### src/rtl/rx_pkt_timeout_ctrl.sv
// rx_pkt_timeout_ctrl: per-packet receive supervisor.
// Follows short preamble -> long preamble -> SIG -> data symbols -> FCS and
// requests a fixed-length receiver reset when a stage stalls or the data
// phase overruns its expected symbol count.
module rx_pkt_timeout_ctrl #(
    parameter int TIMER_WIDTH   = 16,
    parameter int SYM_WIDTH     = 15,
    parameter int RST_PULSE_LEN = 4,
    parameter int STAT_WIDTH    = 16
) (
    input  logic                   clock,
    input  logic                   reset,
    input  logic                   enable,
    input  logic                   sample_in_strobe,
    input  logic                   short_preamble_detected,
    input  logic                   long_preamble_detected,
    input  logic                   pkt_header_valid_strobe,
    input  logic                   pkt_header_valid,
    input  logic                   ht_unsupport,
    input  logic                   phy_len_valid,
    input  logic [SYM_WIDTH-1:0]   n_ofdm_sym,
    input  logic                   ofdm_symbol_eq_out_pulse,
    input  logic                   fcs_out_strobe,
    input  logic [TIMER_WIDTH-1:0] long_timeout,
    input  logic [TIMER_WIDTH-1:0] sig_timeout,
    input  logic [3:0]             sym_margin,
    output logic                   receiver_rst,
    output logic [2:0]             timeout_cause,
    output logic                   pkt_done,
    output logic [STAT_WIDTH-1:0]  timeout_cnt,
    output logic [2:0]             state
);

    localparam int SW1 = SYM_WIDTH + 1;
    localparam int PW  = (RST_PULSE_LEN > 1) ? $clog2(RST_PULSE_LEN) : 1;
    localparam logic [TIMER_WIDTH-1:0] T_ONE   = TIMER_WIDTH'(1);
    localparam logic [PW-1:0]          P_LAST  = PW'(RST_PULSE_LEN - 1);

    typedef enum logic [2:0] {
        S_IDLE      = 3'd0,
        S_WAIT_LONG = 3'd1,
        S_WAIT_SIG  = 3'd2,
        S_DATA      = 3'd3,
        S_RST       = 3'd4
    } state_t;

    localparam logic [2:0] C_LONG    = 3'd1;
    localparam logic [2:0] C_SIG     = 3'd2;
    localparam logic [2:0] C_HDR     = 3'd3;
    localparam logic [2:0] C_OVERRUN = 3'd4;
    localparam logic [2:0] C_GAP     = 3'd5;

    state_t                  r_state, w_state_nxt;
    logic [TIMER_WIDTH-1:0]  r_timer, w_timer_nxt;
    logic [SW1-1:0]          r_sym_cnt, r_sym_limit;
    logic [SW1-1:0]          w_sym_cnt_inc, w_sym_limit_eff;
    logic [PW-1:0]           r_pcnt;
    logic [2:0]              r_cause, w_cause_nxt;
    logic                    r_rst, r_done, w_done_nxt;
    logic [STAT_WIDTH-1:0]   r_tcnt;
    logic                    w_enter, w_enter_rst;
    logic                    w_long_exp, w_sig_exp, w_overrun, w_hdr_good;

    // An expiry is the strobe that brings the timer up to the threshold;
    // a zero threshold never expires.
    assign w_long_exp = sample_in_strobe && (long_timeout != '0) &&
                        (r_timer == long_timeout - T_ONE);
    assign w_sig_exp  = sample_in_strobe && (sig_timeout != '0) &&
                        (r_timer == sig_timeout - T_ONE);
    assign w_hdr_good = pkt_header_valid && !ht_unsupport;

    // A length arriving with a symbol is already in force for that symbol.
    assign w_sym_limit_eff = phy_len_valid
                           ? (SW1'(n_ofdm_sym) + SW1'(sym_margin))
                           : r_sym_limit;
    assign w_sym_cnt_inc   = (ofdm_symbol_eq_out_pulse && (r_sym_cnt != '1))
                           ? r_sym_cnt + SW1'(1) : r_sym_cnt;
    assign w_overrun       = ofdm_symbol_eq_out_pulse &&
                             (w_sym_cnt_inc > w_sym_limit_eff);

    // Next-state, reset cause and completion pulse.
    always_comb begin
        w_state_nxt = r_state;
        w_cause_nxt = r_cause;
        w_done_nxt  = 1'b0;
        case (r_state)
            S_IDLE: begin
                if (enable && short_preamble_detected) w_state_nxt = S_WAIT_LONG;
            end
            S_WAIT_LONG: begin
                if (!enable)                     w_state_nxt = S_IDLE;
                else if (long_preamble_detected) w_state_nxt = S_WAIT_SIG;
                else if (w_long_exp) begin
                    w_state_nxt = S_RST;
                    w_cause_nxt = C_LONG;
                end
            end
            S_WAIT_SIG: begin
                if (!enable) w_state_nxt = S_IDLE;
                else if (pkt_header_valid_strobe) begin
                    if (w_hdr_good) w_state_nxt = S_DATA;
                    else begin
                        w_state_nxt = S_RST;
                        w_cause_nxt = C_HDR;
                    end
                end else if (w_sig_exp) begin
                    w_state_nxt = S_RST;
                    w_cause_nxt = C_SIG;
                end
            end
            S_DATA: begin
                if (!enable) w_state_nxt = S_IDLE;
                else if (fcs_out_strobe) begin
                    w_state_nxt = S_IDLE;
                    w_done_nxt  = 1'b1;
                end else if (w_overrun) begin
                    w_state_nxt = S_RST;
                    w_cause_nxt = C_OVERRUN;
                end else if (w_sig_exp && !ofdm_symbol_eq_out_pulse) begin
                    w_state_nxt = S_RST;
                    w_cause_nxt = C_GAP;
                end
            end
            S_RST: begin
                if (r_pcnt == P_LAST) w_state_nxt = S_IDLE;
            end
            default: w_state_nxt = S_IDLE;
        endcase
    end

    assign w_enter     = (w_state_nxt != r_state);
    assign w_enter_rst = w_enter && (w_state_nxt == S_RST);

    // Stall timer: cleared on entry and per data symbol, saturating count of strobes.
    always_comb begin
        w_timer_nxt = r_timer;
        if (w_enter || r_state == S_IDLE || r_state == S_RST)
            w_timer_nxt = '0;
        else if (r_state == S_DATA && ofdm_symbol_eq_out_pulse)
            w_timer_nxt = '0;
        else if (sample_in_strobe && r_timer != '1)
            w_timer_nxt = r_timer + T_ONE;
    end

    // State, timers, symbol tracking and registered outputs.
    always_ff @(posedge clock) begin
        if (reset) begin
            r_state     <= S_IDLE;
            r_timer     <= '0;
            r_sym_cnt   <= '0;
            r_sym_limit <= '1;
            r_pcnt      <= '0;
            r_cause     <= '0;
            r_rst       <= 1'b0;
            r_done      <= 1'b0;
            r_tcnt      <= '0;
        end else begin
            r_state <= w_state_nxt;
            r_timer <= w_timer_nxt;
            r_rst   <= (w_state_nxt == S_RST);
            r_done  <= w_done_nxt;
            if (w_enter_rst) begin
                r_cause <= w_cause_nxt;
                if (r_tcnt != '1) r_tcnt <= r_tcnt + STAT_WIDTH'(1);
            end
            if (w_enter)               r_pcnt <= '0;
            else if (r_state == S_RST) r_pcnt <= r_pcnt + PW'(1);
            if (w_enter && w_state_nxt == S_DATA) begin
                r_sym_cnt   <= '0;
                r_sym_limit <= '1;
            end else if (r_state == S_DATA) begin
                r_sym_cnt   <= w_sym_cnt_inc;
                r_sym_limit <= w_sym_limit_eff;
            end
        end
    end

    assign receiver_rst  = r_rst;
    assign timeout_cause = r_cause;
    assign pkt_done      = r_done;
    assign timeout_cnt   = r_tcnt;
    assign state         = r_state;

endmodule

### config.mk
export PLATFORM = sky130hd
export DESIGN_NAME = rx_pkt_timeout_ctrl
export DESIGN_NICKNAME = d
export VERILOG_FILES = /design/src/rtl/rx_pkt_timeout_ctrl.sv
export SDC_FILE = /design/constraint.sdc
export NUM_CORES = 1
export LEC_CHECK = 0
export ABC_AREA = 1
export BUFFER_PORTS_ARGS = -buffer_cell sky130_fd_sc_hd__buf_2
export CORE_MARGIN = 10
export CORE_UTILIZATION = 53
export DETAILED_ROUTE_END_ITERATION = 7
export GPL_TIMING_DRIVEN = 0
export PLACE_DENSITY = 0.78
export SLEW_MARGIN = 20
export SYNTH_ARGS = -nofsm -noshare
export SYNTH_HDL_FRONTEND = slang
export SYNTH_SLANG_ARGS = --single-unit
export TNS_END_PERCENT = 1
### constraint.sdc
create_clock -name clock -period 3.3 [get_ports clock]
set_input_delay 0.165 -clock clock [delete_from_list [all_inputs] [get_ports clock]]
set_output_delay 0.165 -clock clock [all_outputs]
set_load 0.05 [all_outputs]
Word-level counts from Yosys, hierarchy flattened
Index checks and enable logic that the tools add are counted.

Bits in read-only memories: 0. Output and inout bits: 24. Bits in writable memories: 0. Memories: 0. Latch bits: 0. Bits in registers: 74. Input bits: 63.

Reductions and logical operators: 27. Equality and inequality tests: 22. Shift-type cells: 0. Multiply operators: 0. Divide/modulo/power cells: 0. Muxes and demuxes: 29. Order comparisons: 1. Add/subtract/negate cells: 7. Bitwise gates (word level): 2.

Operators by type and width (number): 3-bit two-way mux (24); 16-bit by 1-bit adder with 16-bit output (second input constant) (3); 16-bit inequality test (second input constant) (3); 16-bit == test (2); 16-bit two-way mux (2); 16-bit nonzero test (2); 16-bit by 1-bit subtractor with 16-bit output (second input constant) (2); 15-bit by 4-bit adder with 16-bit output (1); 16-bit greater-than comparator (1); 3-bit one-hot mux with 5 select lines (1); 1-bit logical AND (13); 2-bit inequality test (second input constant) (6); 11-bit AND reduction (1); 3-bit by 2-bit == test with 1-bit output (second input constant) (3); 3-bit inequality test (second input constant) (3); 3-bit one-hot mux with 3 select lines (1); 3-bit == test (second input constant) (2); 3-bit OR reduction (2); 2-bit OR reduction (2); 3-bit by 1-bit == test with 1-bit output (second input constant) (1); 3-bit zero test (1); 3-bit inequality test (1); 3-bit nonzero test (1); 2-bit by 1-bit adder with 2-bit output (second input constant) (1); 6 further kinds (9).

Depth between registers and ports, before layout
Depth after elaboration: 13. Gate-level depth with buffers: 28.

Least setup slack after synthesis
OpenSTA, ideal clock, no wires.

Path kind: input -> register. Start point: input n_ofdm_sym[0]. End point: register r_timer[12]. Path slack: -0.184 ns. Data required time: 3.239 ns. Path buffers: 1. Stages on the path: 25. Data arrival time: 3.423 ns. Cells stage by stage: ha_1 inv_1 fa_1 inv_1 nand3_1 nand2_1 nand4_1 nor2_1 inv_1 nor4_1 nand4_1 nand3_1 o21ai_0 ha_1 nand4_1 nor2_1 a31oi_1 a21oi_1 nand2_1 nand2_2 nand4_1 nand2_2 nand4_4 buf_12 nor2_4.

Word-level cells in the longest chain between the ends: 12.

RTL lines: start: declaration (line 21) `input logic [SYM_WIDTH-1:0] n_ofdm_sym,`; 15-bit by 4-bit adder with 16-bit output (line 74) `? (SW1'(n_ofdm_sym) + SW1'(sym_margin))`; 16-bit two-way mux (line 74); 16-bit greater-than comparator (line 79) `(w_sym_cnt_inc > w_sym_limit_eff);`; 1-bit logical AND (line 78) `assign w_overrun = ofdm_symbol_eq_out_pulse &&`; 3-bit two-way mux (line 116) `end else if (w_overrun) begin`; 3-bit two-way mux (line 113) `else if (fcs_out_strobe) begin`; 3-bit two-way mux (line 112) `if (!enable) w_state_nxt = S_IDLE;`; 3-bit one-hot mux with 5 select lines (line 86) `case (r_state)`; 3-bit inequality test (line 131) `assign w_enter = (w_state_nxt != r_state);`; 1-bit logical OR (2 in a row) (line 137) `if (w_enter || r_state == S_IDLE || r_state == S_RST)`; 3-bit OR reduction (no line); end signal: assignment (line 159) `r_timer <= w_timer_nxt;`; end: declaration (line 54) `logic [TIMER_WIDTH-1:0] r_timer, w_timer_nxt;`.

Every way passes these cells. A chain may end at the register's enable or synchronous reset.

Worst setup path after layout
Start point: register r_sym_cnt[0]. End point: register r_timer[12].

Word-level cells in the longest chain between the ends: 13. Elaborated cells between the ends (all ways): 14. Classes of those cells: add/sub: 1; order compare: 1; eq/ne: 2; mux: 5; reduce/logical: 5.

RTL lines: start: declaration (line 55) `logic [SW1-1:0] r_sym_cnt, r_sym_limit;`; start signal: assignment (line 172) `r_sym_cnt <= w_sym_cnt_inc;`; parallel branches: the longest is 2 deep, another holds 16-bit by 1-bit adder with 16-bit output; 16-bit two-way mux (*) (line 77) `? r_sym_cnt + SW1'(1) : r_sym_cnt;`; via w_sym_cnt_inc[15] (line 56) `logic [SW1-1:0] w_sym_cnt_inc, w_sym_limit_eff;`; 16-bit greater-than comparator (*) (line 79); 1-bit logical AND (*) (line 78); 3-bit two-way mux (*) (line 116); 3-bit two-way mux (*) (line 113); 3-bit two-way mux (*) (line 112); 3-bit one-hot mux with 5 select lines (*) (line 86); 3-bit inequality test (*) (line 131); 1-bit logical OR (*) (2 in a row) (line 137); 3-bit OR reduction (no line) (*).

Mark *: on every way through the listed nets, which the timed path passes.

==> impl_metrics.json <==
{
  "violations": "setup timing",
  "worstReg2RegEnd": "r_timer[12]$_SDFFE_PP0P_",
  "ir_worst_vdd_uv": 243.1,
  "avgRoutedWirePerCell_um": 13.38,
  "fillers": 920,
  "p_sw_share_pct": 25.88,
  "cts_hold_buf": 0,
  "rows": 38,
  "cts_tree": "yes",
  "hold_viol": 0,
  "synthTopCellsByArea": "dfxtp_1 25%, nand2_1 16%, xor2_1 8.1%",
  "slew_headroom_pct": 60.01,
  "r2r_cells": 24,
  "synthDominantCellAreaShare_pct": 24.91,
  "worstHoldPathCells": 3,
  "p_int_mw": 1.640,
  "highest_layer": "met4",
  "ys_seq_area_share_pct": 24.91,
  "clkTransAtPathRegs_ns": 0.06,
  "layout-drive-gt1-share_pct": 21.99,
  "met3_wirelength_um": 870,
  "p_per_area_nw_per_um2": 303.3,
  "instances_no_fill": 1177,
  "ff2ff_setup_slack_ns": -0.22,
  "cts.sinks": 74,
  "m1WireLength_mm": 7.021,
  "hpwl_mm": 11.84,
  "path_class": "register to register",
  "clock_skew_ns": 0.005359,
  "drtPass1Iterations": 5,
  "fin_tns_setup_ns": -5.660,
  "arrival_ns": 3.81,
  "cap_violations": 0,
  "status": "finished, violations left",
  "antenna_cells": 0,
  "antenna_found_initial": 0,
  "htree_levels": 3,
  "die_h_um": 125.9,
  "drt_iter0_drc": 335,
  "required_ns": 3.59,
  "ioPinCount": 87,
  "synthesis.area_um2": 5948,
  "area_growth_pct": 22.65,
  "grt_pass1_wl_mm": 26.13,
  "postRouteAntennaNets": 0,
  "setup_ws_ns": -0.2206,
  "fmax_ghz": 0.2840,
  "die_area_um2": 15860,
  "die_width_um": 125.9,
  "p_leak_nw": 3.331,
  "setup-violations-final": 38,
  "routed_via_density": 5.186,
  "dp_slack_ns": -0.7609,
  "whs_endpoint": "pkt_done$_SDFF_PP0_",
  "synth_area_per_cell_um2": 6.494,
  "routed_wl_mm": 15.75,
  "combPwrFrac_pct": 13.6,
  "grt_pass1_vias": 5699,
  "mostFrequentLayoutCell": "nand2_1",
  "holdCritPathClass": "input pin to register",
  "rsz0062_at_grt": "true",
  "switchingPower_mw": 0.5726,
  "gp_congestion": 0.9292,
  "final_nets": 1122,
  "wl_met2_mm": 7.601,
  "cts_buffer_depth": 2,
  "final_cell_mix": "243 x nand2_1, 101 x inv_1, 89 x nor2_1",
  "grt_usage_pct": 19.24,
  "num_vias": 6104,
  "synth-seq-cells": 74,
  "tightest_slew_ns": 0.5998,
  "yosysTopAreaCell": "dfxtp_1",
  "min_from": "fcs_out_strobe",
  "root_buffer": "clkbuf_16",
  "start_kind": "register",
  "slew_viol_final": 0,
  "fin_crit_ns": 3.521,
  "r2r-start": "r_sym_cnt[0]$_SDFFE_PP0P_",
  "cts_inserted_buffers": 9,
  "port_buffers": 85,
  "grt_max_degree": 13,
  "start_util_pct": 54.39,
  "core_um2": 10940,
  "period_share_pct": 106.7,
  "route.detailed.drc": 0,
  "cp-end-kind": "register",
  "dp_cells": 1141,
  "yosysWarnings": 0,
  "ys_types": 42,
  "clk_latency_ns": 0.34,
  "crit_path_max_fanout": 5,
  "grt_overflow": 0,
  "syn-instance-count": 916,
  "seqPwrFrac_pct": 40.6,
  "p_clk_share_pct": 45.8,
  "syn_nets": 1006
}
==> repair_timing <==
item | 4_1_cts | 5_1_grt
endpoints found under the setup margin | 41 | 41
setup buffers | 8 | 11
cloned | 1 | 0
gates resized for setup | 21 | 47
pin swaps | 19 | 25
==> final cells by class <==
type	count	area, µm²	share of cell area (%)
multi-input cells	703	4151	56.90
flip-flops and latches	74	1485	20.36
repair buffers	105	613.1	8.403
inverters	114	427.9	5.865
clock buffers	12	256.5	3.516
well taps	140	175.2	2.401
plain buffers	25	136.4	1.869
clock inverters	4	50.05	0.6860
==> through the flow <==
step	util, %	power (mW)	hold slack (ns)	area [µm²]
2_1_floorplan	-	1.093	0.2924	5954
3_3_place_gp	59.94	1.186	0.4435	6555
3_5_place_dp	59.94	1.189	0.4436	6555
4_1_cts	64.22	2.206	0.07983	7023
5_1_grt	66.72	2.296	0.1085	7296
6_report	66.72	2.213	0.1002	7296
==> routing by layer <==
metal / vias up / track usage [%]
met5: - / 0
met4: 0 / 5.492
met3: 26 / 4.572
met2: 161 / 32.55
met1: 2733 / 23.72
li1: 3184 / -
==> sequential cells by signal, summed over array words and instances, names as in the netlist <==
| register | cells |
|---|---|
| pkt_done | 1 |
| timeout_cause | 3 |
| r_pcnt | 2 |
| r_sym_limit | 16 |
| r_sym_cnt | 16 |
| receiver_rst | 1 |
| r_timer | 16 |
| timeout_cnt | 16 |
| state | 3 |
==> Yosys cell counts <==
cell,instances
a211oi_1,2
a21boi_1,1
a21oi_1,48
a22oi_1,2
a2bb2oi_1,3
a31oi_1,3
a31oi_4,1
and2_1,1
buf_1,1
buf_12,1
buf_2,3
buf_6,2
clkbuf_1,15
clkbuf_2,3
clkinv_1,1
dfxtp_1,74
fa_1,1
ha_1,26
inv_1,105
inv_2,8
nand2_1,251
nand2_2,5
nand2_4,1
nand3_1,49
nand3_2,1
nand3_4,2
nand3b_1,6
nand4_1,28
nand4_4,1
nor2_1,100
nor2_2,11
nor2_4,13
nor3_1,13
nor3_2,2
nor4_1,7
o211ai_1,18
o21ai_0,24
o311ai_1,1
or2_0,2
or2_2,1
xnor2_1,24
xor2_1,55
==> how the worst max path moves through the flow <==
stage,startpoint,to,cells past startpoint
floorplan,n_ofdm_sym[0],r_timer[12]$_SDFFE_PP0P_,25
global placement,n_ofdm_sym[0],r_timer[5]$_SDFFE_PP0P_,26
detailed placement,n_ofdm_sym[0],r_timer[8]$_SDFFE_PP0P_,26
CTS,r_sym_cnt[0]$_SDFFE_PP0P_,r_timer[13]$_SDFFE_PP0P_,24
global route,r_sym_cnt[0]$_SDFFE_PP0P_,r_timer[7]$_SDFFE_PP0P_,26
finish,r_sym_cnt[0]$_SDFFE_PP0P_,r_timer[12]$_SDFFE_PP0P_,24
==> kinds of logic after synthesis <==
logic type,Yosys count,share of synthesized area (%)
DFF,74,24.91
adders and majority gates,27,5.806
xor gates and xnor gates,79,11.63
and+or+nand+nor,494,38.01
buffers and inverters,139,9.423
AOI/OAI and AO/OA,103,10.22
==> power groups by stage <==
stage / Sequential [mW] / Clock (mW) / Combinational, mW
3_3_place_gp: 0.918 / 0 / 0.268
5_1_grt: 0.898 / 1.06 / 0.341
4_1_cts: 0.898 / 1.03 / 0.281
6_report: 0.898 / 1.01 / 0.302
3_5_place_dp: 0.918 / 0 / 0.271
2_1_floorplan: 0.921 / 0 / 0.172
==> critical path, stage by stage (launching register included) <==
cell       delay (ns)
dfxtp_2          0.33
ha_4             0.16
nand3_2          0.07
nor2_2           0.04
nand3_2          0.06
inv_2            0.05
a31oi_4          0.19
nand2_2          0.10
nor3_4           0.16
nand3_2          0.12
nor2_2           0.11
xor2_1           0.24
ha_1             0.31
a21oi_1          0.17
o21ai_1          0.12
nor2_1           0.14
nand2_2          0.11
a21oi_2          0.14
nand2_1          0.07
nand2_2          0.11
nand4_1          0.11
nand2_2          0.11
nand4_4          0.15
clkbuf_16        0.22
nor2_4           0.07
(Power assumes the default switching activity.)
